File: src/rtl/qos_pkg.sv
// Shared types and helpers for the button-driven serial word entry block.
// Holds the entry FSM state encoding and the bit-counter width rule.
package qos_pkg;

  typedef enum logic {
    IDLE,
    COLLECT
  } state_t;

  localparam int DATA_W_DFLT = 4;
  localparam int BCNT_W      = $clog2(DATA_W_DFLT + 1);

  // Bit counter must be able to hold the value DATA_W itself.
  function automatic int bcnt_width(input int data_w);
    return $clog2(data_w + 1);
  endfunction

  // Timer only ever needs to reach TIMEOUT_CYC-1; keep at least one bit.
  function automatic int timer_width(input int timeout_cyc);
    return (timeout_cyc > 1) ? $clog2(timeout_cyc) : 1;
  endfunction

endpackage

File: src/rtl/falling_edge_det.sv
// Registers an active-low pin and flags its high-to-low transition.
// One cycle of `fall` per press, no matter how long the button is held.
module falling_edge_det #(
  parameter logic RESET_VAL = 1'b1
) (
  input  logic clock,
  input  logic reset,
  input  logic sig,
  output logic fall
);

  logic sampled;
  logic past;

  // NOTE: non-blocking assignments so `past` takes the old `sampled`, forming a real two-stage pipe.
  always_ff @(posedge clock) begin
    if (reset) begin
      sampled <= RESET_VAL;
      past    <= RESET_VAL;
    end else begin
      sampled <= sig;
      past    <= sampled;
    end
  end

  // Asserted from the cycle the pin is first seen low until the next edge.
  assign fall = past & ~sampled;

endmodule

File: src/rtl/serial_word_entry.sv
// Assembles DATA_W button-entered bits into a word and offers it on a
// valid/ready port, with inter-bit timeout, overflow drop and word counters.
module serial_word_entry
  import qos_pkg::*;
#(
  parameter int DATA_W      = 4,
  parameter int CNT_W       = 12,
  parameter int MSB_FIRST   = 1,
  parameter int TIMEOUT_CYC = 0
) (
  input  logic                                clock,
  input  logic                                reset,
  input  logic                                start_btn,
  input  logic                                high_btn,
  input  logic                                low_btn,
  output logic [DATA_W-1:0]                   out_data,
  output logic                                out_valid,
  input  logic                                out_ready,
  output logic                                busy,
  output logic [bcnt_width(DATA_W)-1:0]       bit_count,
  output logic                                abort_pulse,
  output logic [CNT_W-1:0]                    received_cnt,
  output logic [CNT_W-1:0]                    dropped_cnt
);

  localparam int BC_W     = bcnt_width(DATA_W);
  localparam int TMR_W    = timer_width(TIMEOUT_CYC);
  localparam int TMO_LAST = (TIMEOUT_CYC > 0) ? TIMEOUT_CYC - 1 : 0;

  state_t              state;
  logic [DATA_W-1:0]   sr;
  logic [DATA_W-1:0]   sr_next;
  logic [TMR_W-1:0]    timer;

  logic start_e;
  logic high_e;
  logic low_e;
  logic bit_e;
  logic last_bit;
  logic can_load;
  logic timed_out;

  falling_edge_det #(.RESET_VAL(1'b1)) u_start_det (
    .clock (clock),
    .reset (reset),
    .sig   (start_btn),
    .fall  (start_e)
  );

  falling_edge_det #(.RESET_VAL(1'b1)) u_high_det (
    .clock (clock),
    .reset (reset),
    .sig   (high_btn),
    .fall  (high_e)
  );

  falling_edge_det #(.RESET_VAL(1'b1)) u_low_det (
    .clock (clock),
    .reset (reset),
    .sig   (low_btn),
    .fall  (low_e)
  );

  // Simultaneous high and low presses cancel each other out.
  assign bit_e = high_e ^ low_e;

  generate
    if (DATA_W == 1) begin : g_single
      assign sr_next = high_e;
    end else if (MSB_FIRST != 0) begin : g_msb_first
      assign sr_next = {sr[DATA_W-2:0], high_e};
    end else begin : g_lsb_first
      assign sr_next = {high_e, sr[DATA_W-1:1]};
    end
  endgenerate

  assign last_bit  = (bit_count == BC_W'(DATA_W - 1));
  assign can_load  = !out_valid || out_ready;
  assign timed_out = (TIMEOUT_CYC > 0) && (timer == TMR_W'(TMO_LAST));

  always_ff @(posedge clock) begin
    if (reset) begin
      state        <= IDLE;
      sr           <= '0;
      timer        <= '0;
      out_data     <= '0;
      out_valid    <= 1'b0;
      busy         <= 1'b0;
      bit_count    <= '0;
      abort_pulse  <= 1'b0;
      received_cnt <= '0;
      dropped_cnt  <= '0;
    end else begin
      abort_pulse <= 1'b0;

      // A load later in this block overrides the handshake clear.
      if (out_valid && out_ready) begin
        out_valid <= 1'b0;
      end

      unique case (state)
        IDLE: begin
          if (start_e) begin
            state     <= COLLECT;
            busy      <= 1'b1;
            sr        <= '0;
            bit_count <= '0;
            timer     <= '0;
          end
        end

        COLLECT: begin
          if (start_e) begin
            sr        <= '0;
            bit_count <= '0;
            timer     <= '0;
          end else if (bit_e) begin
            timer <= '0;
            if (last_bit) begin
              state     <= IDLE;
              busy      <= 1'b0;
              bit_count <= '0;
              sr        <= sr_next;
              if (can_load) begin
                out_data     <= sr_next;
                out_valid    <= 1'b1;
                received_cnt <= received_cnt + CNT_W'(1);
              end else begin
                dropped_cnt <= dropped_cnt + CNT_W'(1);
              end
            end else begin
              sr        <= sr_next;
              bit_count <= bit_count + BC_W'(1);
            end
          end else if (timed_out) begin
            state       <= IDLE;
            busy        <= 1'b0;
            bit_count   <= '0;
            timer       <= '0;
            abort_pulse <= 1'b1;
          end else if (TIMEOUT_CYC > 0) begin
            timer <= timer + TMR_W'(1);
          end
        end

        default: state <= IDLE;
      endcase
    end
  end

endmodule

File: config.mk
export PLATFORM = sky130hd
export DESIGN_NAME = serial_word_entry
export DESIGN_NICKNAME = d
export VERILOG_FILES = /design/src/rtl/qos_pkg.sv /design/src/rtl/falling_edge_det.sv /design/src/rtl/serial_word_entry.sv
export SDC_FILE = /design/constraint.sdc
export NUM_CORES = 1
export LEC_CHECK = 0
export ABC_CLOCK_PERIOD_IN_PS = 2100
export CAP_MARGIN = 10
export CORE_ASPECT_RATIO = 0.9
export CORE_MARGIN = 8
export CORE_UTILIZATION = 30
export DETAILED_ROUTE_END_ITERATION = 10
export GPL_ROUTABILITY_DRIVEN = 0
export MAX_ROUTING_LAYER = met4
export PLACE_DENSITY_LB_ADDON = 0.05
export REMOVE_ABC_BUFFERS = 1
export SLEW_MARGIN = 0
export SYNTH_ARGS = -nofsm -noshare
export SYNTH_HDL_FRONTEND = slang
export SYNTH_SLANG_ARGS = --single-unit
File: constraint.sdc
create_clock -name clock -period 2.1 [get_ports clock]
set_clock_uncertainty 0.1 [all_clocks]
set_input_delay 0.42 -clock clock [delete_from_list [all_inputs] [get_ports clock]]
set_output_delay 0.42 -clock clock [all_outputs]
set_load 0.005 [all_outputs]
After elaboration in Yosys (flattened, before gate mapping)
Cells that the tools add are included.
- reductions and logical operators: 7
- add/subtract/negate cells: 3
- bitwise logic cells: 10
- eq/ne operators: 6
- multiplexer cells: 25
- operators by type and width (operator ; count):
    adder 12 x 1 -> 12 bit, second input constant ; 2
    two-way mux 3 bit ; 7
    two-way mux 1 bit ; 14
    case mux 3 bit (2 select lines) ; 2
    AND reduction 5 bit ; 2
    inverter 1 bit ; 6
    != test 2 x 1 -> 1 bit, second input constant ; 2
    != test 2 bit, second input constant ; 2
    case mux 1 bit (2 select lines) ; 2
    AND reduction 4 bit ; 1
    adder 3 x 1 -> 3 bit, second input constant ; 1
    AND 1 bit ; 3
    == test 3 x 2 -> 1 bit, second input constant ; 1
    != test 3 x 1 -> 1 bit, second input constant ; 1
    AND reduction 2 bit ; 1
    logical AND 1 bit ; 1
    logical NOT 1 bit ; 1
    logical OR 1 bit ; 1
    XOR 1 bit ; 1
- input port bits: 6
- logic and storage cells: 65
- output and inout bits: 34
- register bits after elaboration: 43

Longest topological paths before layout
- depth in word-level cells: 7
- mapped depth: 7
- depth with buffers taken out: 5

Cells and area by module
A second synthesis with hierarchy kept.
- cells, all modules: 201
- area total of the unflattened synthesis: 1805.5 um2
- by module, submodules not included (module ; instances ; area each (um2) ; sequential area each (um2) ; cells each):
    serial_word_entry ; 1 ; 1621.6 ; 740.7 ; 186
    falling_edge_det ; 3 ; 61.3 ; 40.0 ; 5

Least setup slack after synthesis
OpenSTA, ideal clock, no wires.
- path kind: register -> register
- start: reg bit_count[0]
- end: reg received_cnt[10]
- arrival: 1.896 ns
- stages on the path, launching flop included: 8
- library setup time: 0.123 ns
- path buffers: 2
- period minus slack after synthesis: 2.119 ns
- setup slack: -0.019 ns
- required time: 1.877 ns
- path through: dfxtp_1 ha_1 nand2b_1 or4_4 buf_6 buf_6 nor3_1 mux2_1
- cells in the longest elaborated chain, start to end: 2
- ends and longest elaborated chain (element ; RTL line ; source):
    start, declared ; serial_word_entry.sv:20 ; output logic [bcnt_width(DATA_W)-1:0] bit_count,
    start signal, assigned ; serial_word_entry.sv:133 ; bit_count <= bit_count + BC_W'(1);
    == test 3 x 2 -> 1 bit ; serial_word_entry.sv:77 ; assign last_bit = (bit_count == BC_W'(DATA_W - 1));
    AND reduction 5 bit (no line) ; -- ;
    end signal, assigned ; serial_word_entry.sv:127 ; received_cnt <= received_cnt + CNT_W'(1);
    end, declared ; serial_word_entry.sv:22 ; output logic [CNT_W-1:0] received_cnt,
No other way between the ends.
A chain may end at the register's enable or synchronous reset.

Final worst setup path
- start: reg bit_count[0]
- end: reg received_cnt[5]
Same word-level chain as after synthesis.

==> results.md <==
- The clock reaches the later pin of the worst-skew pair after 290 ps.
- In this run the standard cell core region covers 6620 um2.
- The number of antenna violations at the first check in global routing is 0.
- Global routing finished with a remaining overflow of 0.
- The internal power component is 1.13 mW.
- For this block, the via count after detailed routing is 1843.
- The maximum clock insertion buffer count is 2.
- For this design, the sink count on the clock tree is 43.
- Sorting the synthesized cells by area gives the leading types as sky130_fd_sc_hd__dfxtp_1 42%, sky130_fd_sc_hd__nor2b_1 5.8%, sky130_fd_sc_hd__mux2_1 4.9%, sky130_fd_sc_hd__a21oi_1 4.6%, sky130_fd_sc_hd__nand3_1 4.6%.
- The final max-slew violation count is 0.
- The signal arrival time at the worst endpoint is 2170 ps.
- Dividing the detail-routed wire length by the instance count gives 13.5 um.
- Synthesis handed over a netlist of 235 instances.
- Compared with the post-synthesis result, the final layout area differs by 33.5%.
- STA classifies the critical path startpoint as a flop.
- The number of hold-repair buffers added at the cts stage is 0.
- The synthesized design contains 43 register bits.
- Global routing consumed, over all layers together, 10.9% of the routing resources.
- The first routing iteration left 46 violations.
- Row generation in the floorplan step produced 28 rows.
- The CTS clock-pin slew for the worst setup and hold paths is 80 ps.
- The number of different library cells used by synthesis comes to 37.
- The element type at the critical path end is a flop.
- TritonCTS built the clock tree.
- For this run, the detailed router's first-pass iteration total came to 4.
- The number of global-route vias before repair is 1745.
- The starting density of the core is 31.2%.
- The top cell type's share of synthesized area is 41.7%.
- The area of the multi-input gates is 1130 um2.
- The switching power of the nets is 352 uW.
- The final-report setup violation count is 0.
- Of the synthesized area, sequential elements account for 41.7%.
- Setup repair after global routing could not meet its margin everywhere.
- The most repeated cell in the gate-level netlist after synthesis is sky130_fd_sc_hd__dfxtp_1.
- The required time at the worst-slack endpoint is 2190 ps.
- Measured along the x axis, the die boundary spans 103 um.
- Power spread over the standard cell area amounts to 539 nW/um2.
- 0 antenna diodes ended up in the layout.
- The maximum fanout count along the critical path is 14.
- The number of clock buffers added by TritonCTS is 5.
- Pin placement for this block handled 40 I/O pins.
- The sum of net half-perimeters after detailed placement is 3.58 mm.
- The final clock period utilization by the worst path is 99.1%.
- The type of the setup path with the least slack is flop to flop.
- Static timing analysis puts the maximum clock frequency at 0.481 GHz.
- Across the whole layout, storage elements account for 862 um2.
- The relative contribution of combinational cells to total power is 8.4%.
- In this run, the clock network consumes 35.8% of the power.
- In this run the cell area of the synthesized design comes to 2060 um2.
- Final hold analysis gives a worst-case slack of 336 ps.
- Counting instances in the post-synthesis netlist gives the leading cell types as 43 x sky130_fd_sc_hd__dfxtp_1, 19 x sky130_fd_sc_hd__a21oi_1, 19 x sky130_fd_sc_hd__nand3_1, 19 x sky130_fd_sc_hd__nor2b_1, 17 x sky130_fd_sc_hd__nor2_1.
- The share of synthesized registers carrying an async set or reset is 0%.
- Summed over all cells, the static leakage comes to 0.970 nW.
- The fraction of layout cells with a size suffix above 1 is 18.7%.
- The sum of routed wire length over all layers is 5.04 mm.
- The depth of the CTS H-tree is 2.
- The number of failing hold endpoints at the final stage was 0.
- The clock period minus worst slack is 2080 ps.
- The root buffer cell is sky130_fd_sc_hd__clkbuf_8.
- The net count reported at finish is 292.
- The number of enable flip-flop cells after synthesis is 0.
- The run finished with clean final reports.
- The filler cell count in the final layout is 677.
- The number of warnings printed during yosys synthesis is 0.
- The classification of the worst-slack hold path is flop to flop.
- Across the run, the number of max-cap violations was 0.
- The die height is 94.7 um.
- The top cell type by total area after synthesis is sky130_fd_sc_hd__dfxtp_1.
- The proportion of power drawn by flip-flops and latches is 55.8%.
- The switching part of the total is 23.7%.
- Using the TritonRoute via totals, the vias-per-cell ratio works out to 4.94.
- The mean instance size in the synthesized netlist is 8.79 um2.
- The wire length of the first global-routing pass is 8.24 mm.
- The pin count of the biggest net entering global routing is 41.
- The die outline area is 9800 um2.
- Once detail routing completed, the nets flagged for antenna violations numbered 0.
- The maximum vdd drop is 278 uV.
- The post-detailed-route DRC marker count is 0.
- In this run the tool buffered the top-level ports with 38 buffer cells.
- The most used flip-flop cell after synthesis is sky130_fd_sc_hd__dfxtp_1.
- Measured on the finished design, the core utilization comes to 41.6%.
[worst max-delay path, stage by stage, from the launching register on]
cell and delay (ps):
sky130_fd_sc_hd__dfxtp_1 340, sky130_fd_sc_hd__ha_2 190, sky130_fd_sc_hd__nand2b_1 80, sky130_fd_sc_hd__or4_4 630
sky130_fd_sc_hd__nor3_1 290, sky130_fd_sc_hd__mux2_1 340
[cells by family after synthesis]
family / count (synthesis) / share of synthesized area (%)
AND/OR/NAND/NOR: 111 / 30.8
flip-flops: 43 / 41.7
AO/OA/AOI/OAI: 38 / 10.4
buffers and inverters: 20 / 5.03
multiplexers: 17 / 9.21
adder cells (fa/ha/maj): 3 / 1.82
XOR/XNOR: 2 / 0.849
other: 1 / 0.182
[layout make-up]
type / count / area share, %
Clock buffer: 6 / 3.00
Clock inverter: 1 / 0.182
Inverter: 3 / 0.499
Multi-Input combinational cell: 172 / 41.0
Sequential cell: 43 / 31.3
Tap cell: 90 / 4.09
Timing Repair Buffer: 58 / 20.0
[stage by stage]
step	total power, mW	worst slack (ps)	TNS, ps	area [um2]	cells
floorplan	0.898	-489	-11710	1970	218
global placement	0.973	-264	-3500	2650	366
detailed placement	0.972	-293	-3390	2650	366
CTS	1.51	2.86	0	2740	373
global route	1.55	-63.8	-294	2760	373
finish	1.48	19.7	0	2760	373
[layer usage]
metal | routed length (um) | global-route usage [%]
met5 | 0 | -
met4 | 55 | 3.61
met2 | 2280 | 17.0
met3 | 230 | 2.65
met1 | 2480 | 13.4
[what timing repair did]
| action | CTS | global route |
|---|---|---|
| buffers inserted | 0 | 0 |
| hold endpoints to repair | 0 | 0 |
| resized for setup | 1 | 5 |
| setup endpoints to repair | 1 | 12 |
[sequential cells by signal (all words and copies together) (netlist names), 3 cells and up]
signal and cells:
sr 3, dropped_cnt 12, out_data 4, bit_count 3, received_cnt 12
[cells in the final DEF, fill, tap and decap left out, types with 5 or more instances in the layout]
cell                              Yosys  final
sky130_fd_sc_hd__clkbuf_8             0      6
sky130_fd_sc_hd__nor3_1               9      9
sky130_fd_sc_hd__nor2_1              17     17
sky130_fd_sc_hd__o31ai_1              5      5
sky130_fd_sc_hd__or2_2                6      6
sky130_fd_sc_hd__or4_1                5      5
sky130_fd_sc_hd__nor4_1               7      6
sky130_fd_sc_hd__mux2_2               7      7
sky130_fd_sc_hd__mux2_1               9      9
sky130_fd_sc_hd__nand4_1             10     10
sky130_fd_sc_hd__buf_4                1     18
sky130_fd_sc_hd__dfxtp_1             43     42
sky130_fd_sc_hd__o21ai_0             11     11
sky130_fd_sc_hd__a21oi_1             19     19
sky130_fd_sc_hd__nand2b_1             5      5
sky130_fd_sc_hd__nand3_1             19     18
sky130_fd_sc_hd__clkdlybuf4s50_1      0     37
sky130_fd_sc_hd__nor2b_1             19     18
[final timing paths]
check | start | to | slack (ps) | cells past startpoint
hold reg to reg | u_low_det.sampled | u_low_det.past | 340 | 1
setup reg to reg | bit_count[0] | received_cnt[5] | 20 | 5
setup / recovery | bit_count[0] | received_cnt[5] | 20 | 5
hold / removal | u_low_det.sampled | u_low_det.past | 340 | 1
[power by group through the flow]
stage	logic [mW]	clock network, mW	registers, mW
4_1_cts	0.125	0.559	0.828
3_3_place_gp	0.125	0	0.848
3_5_place_dp	0.124	0	0.848
5_1_grt	0.137	0.585	0.830
2_1_floorplan	0.0485	0	0.849
6_report	0.125	0.532	0.828
Note: power is estimated with default switching activity, not from simulation.
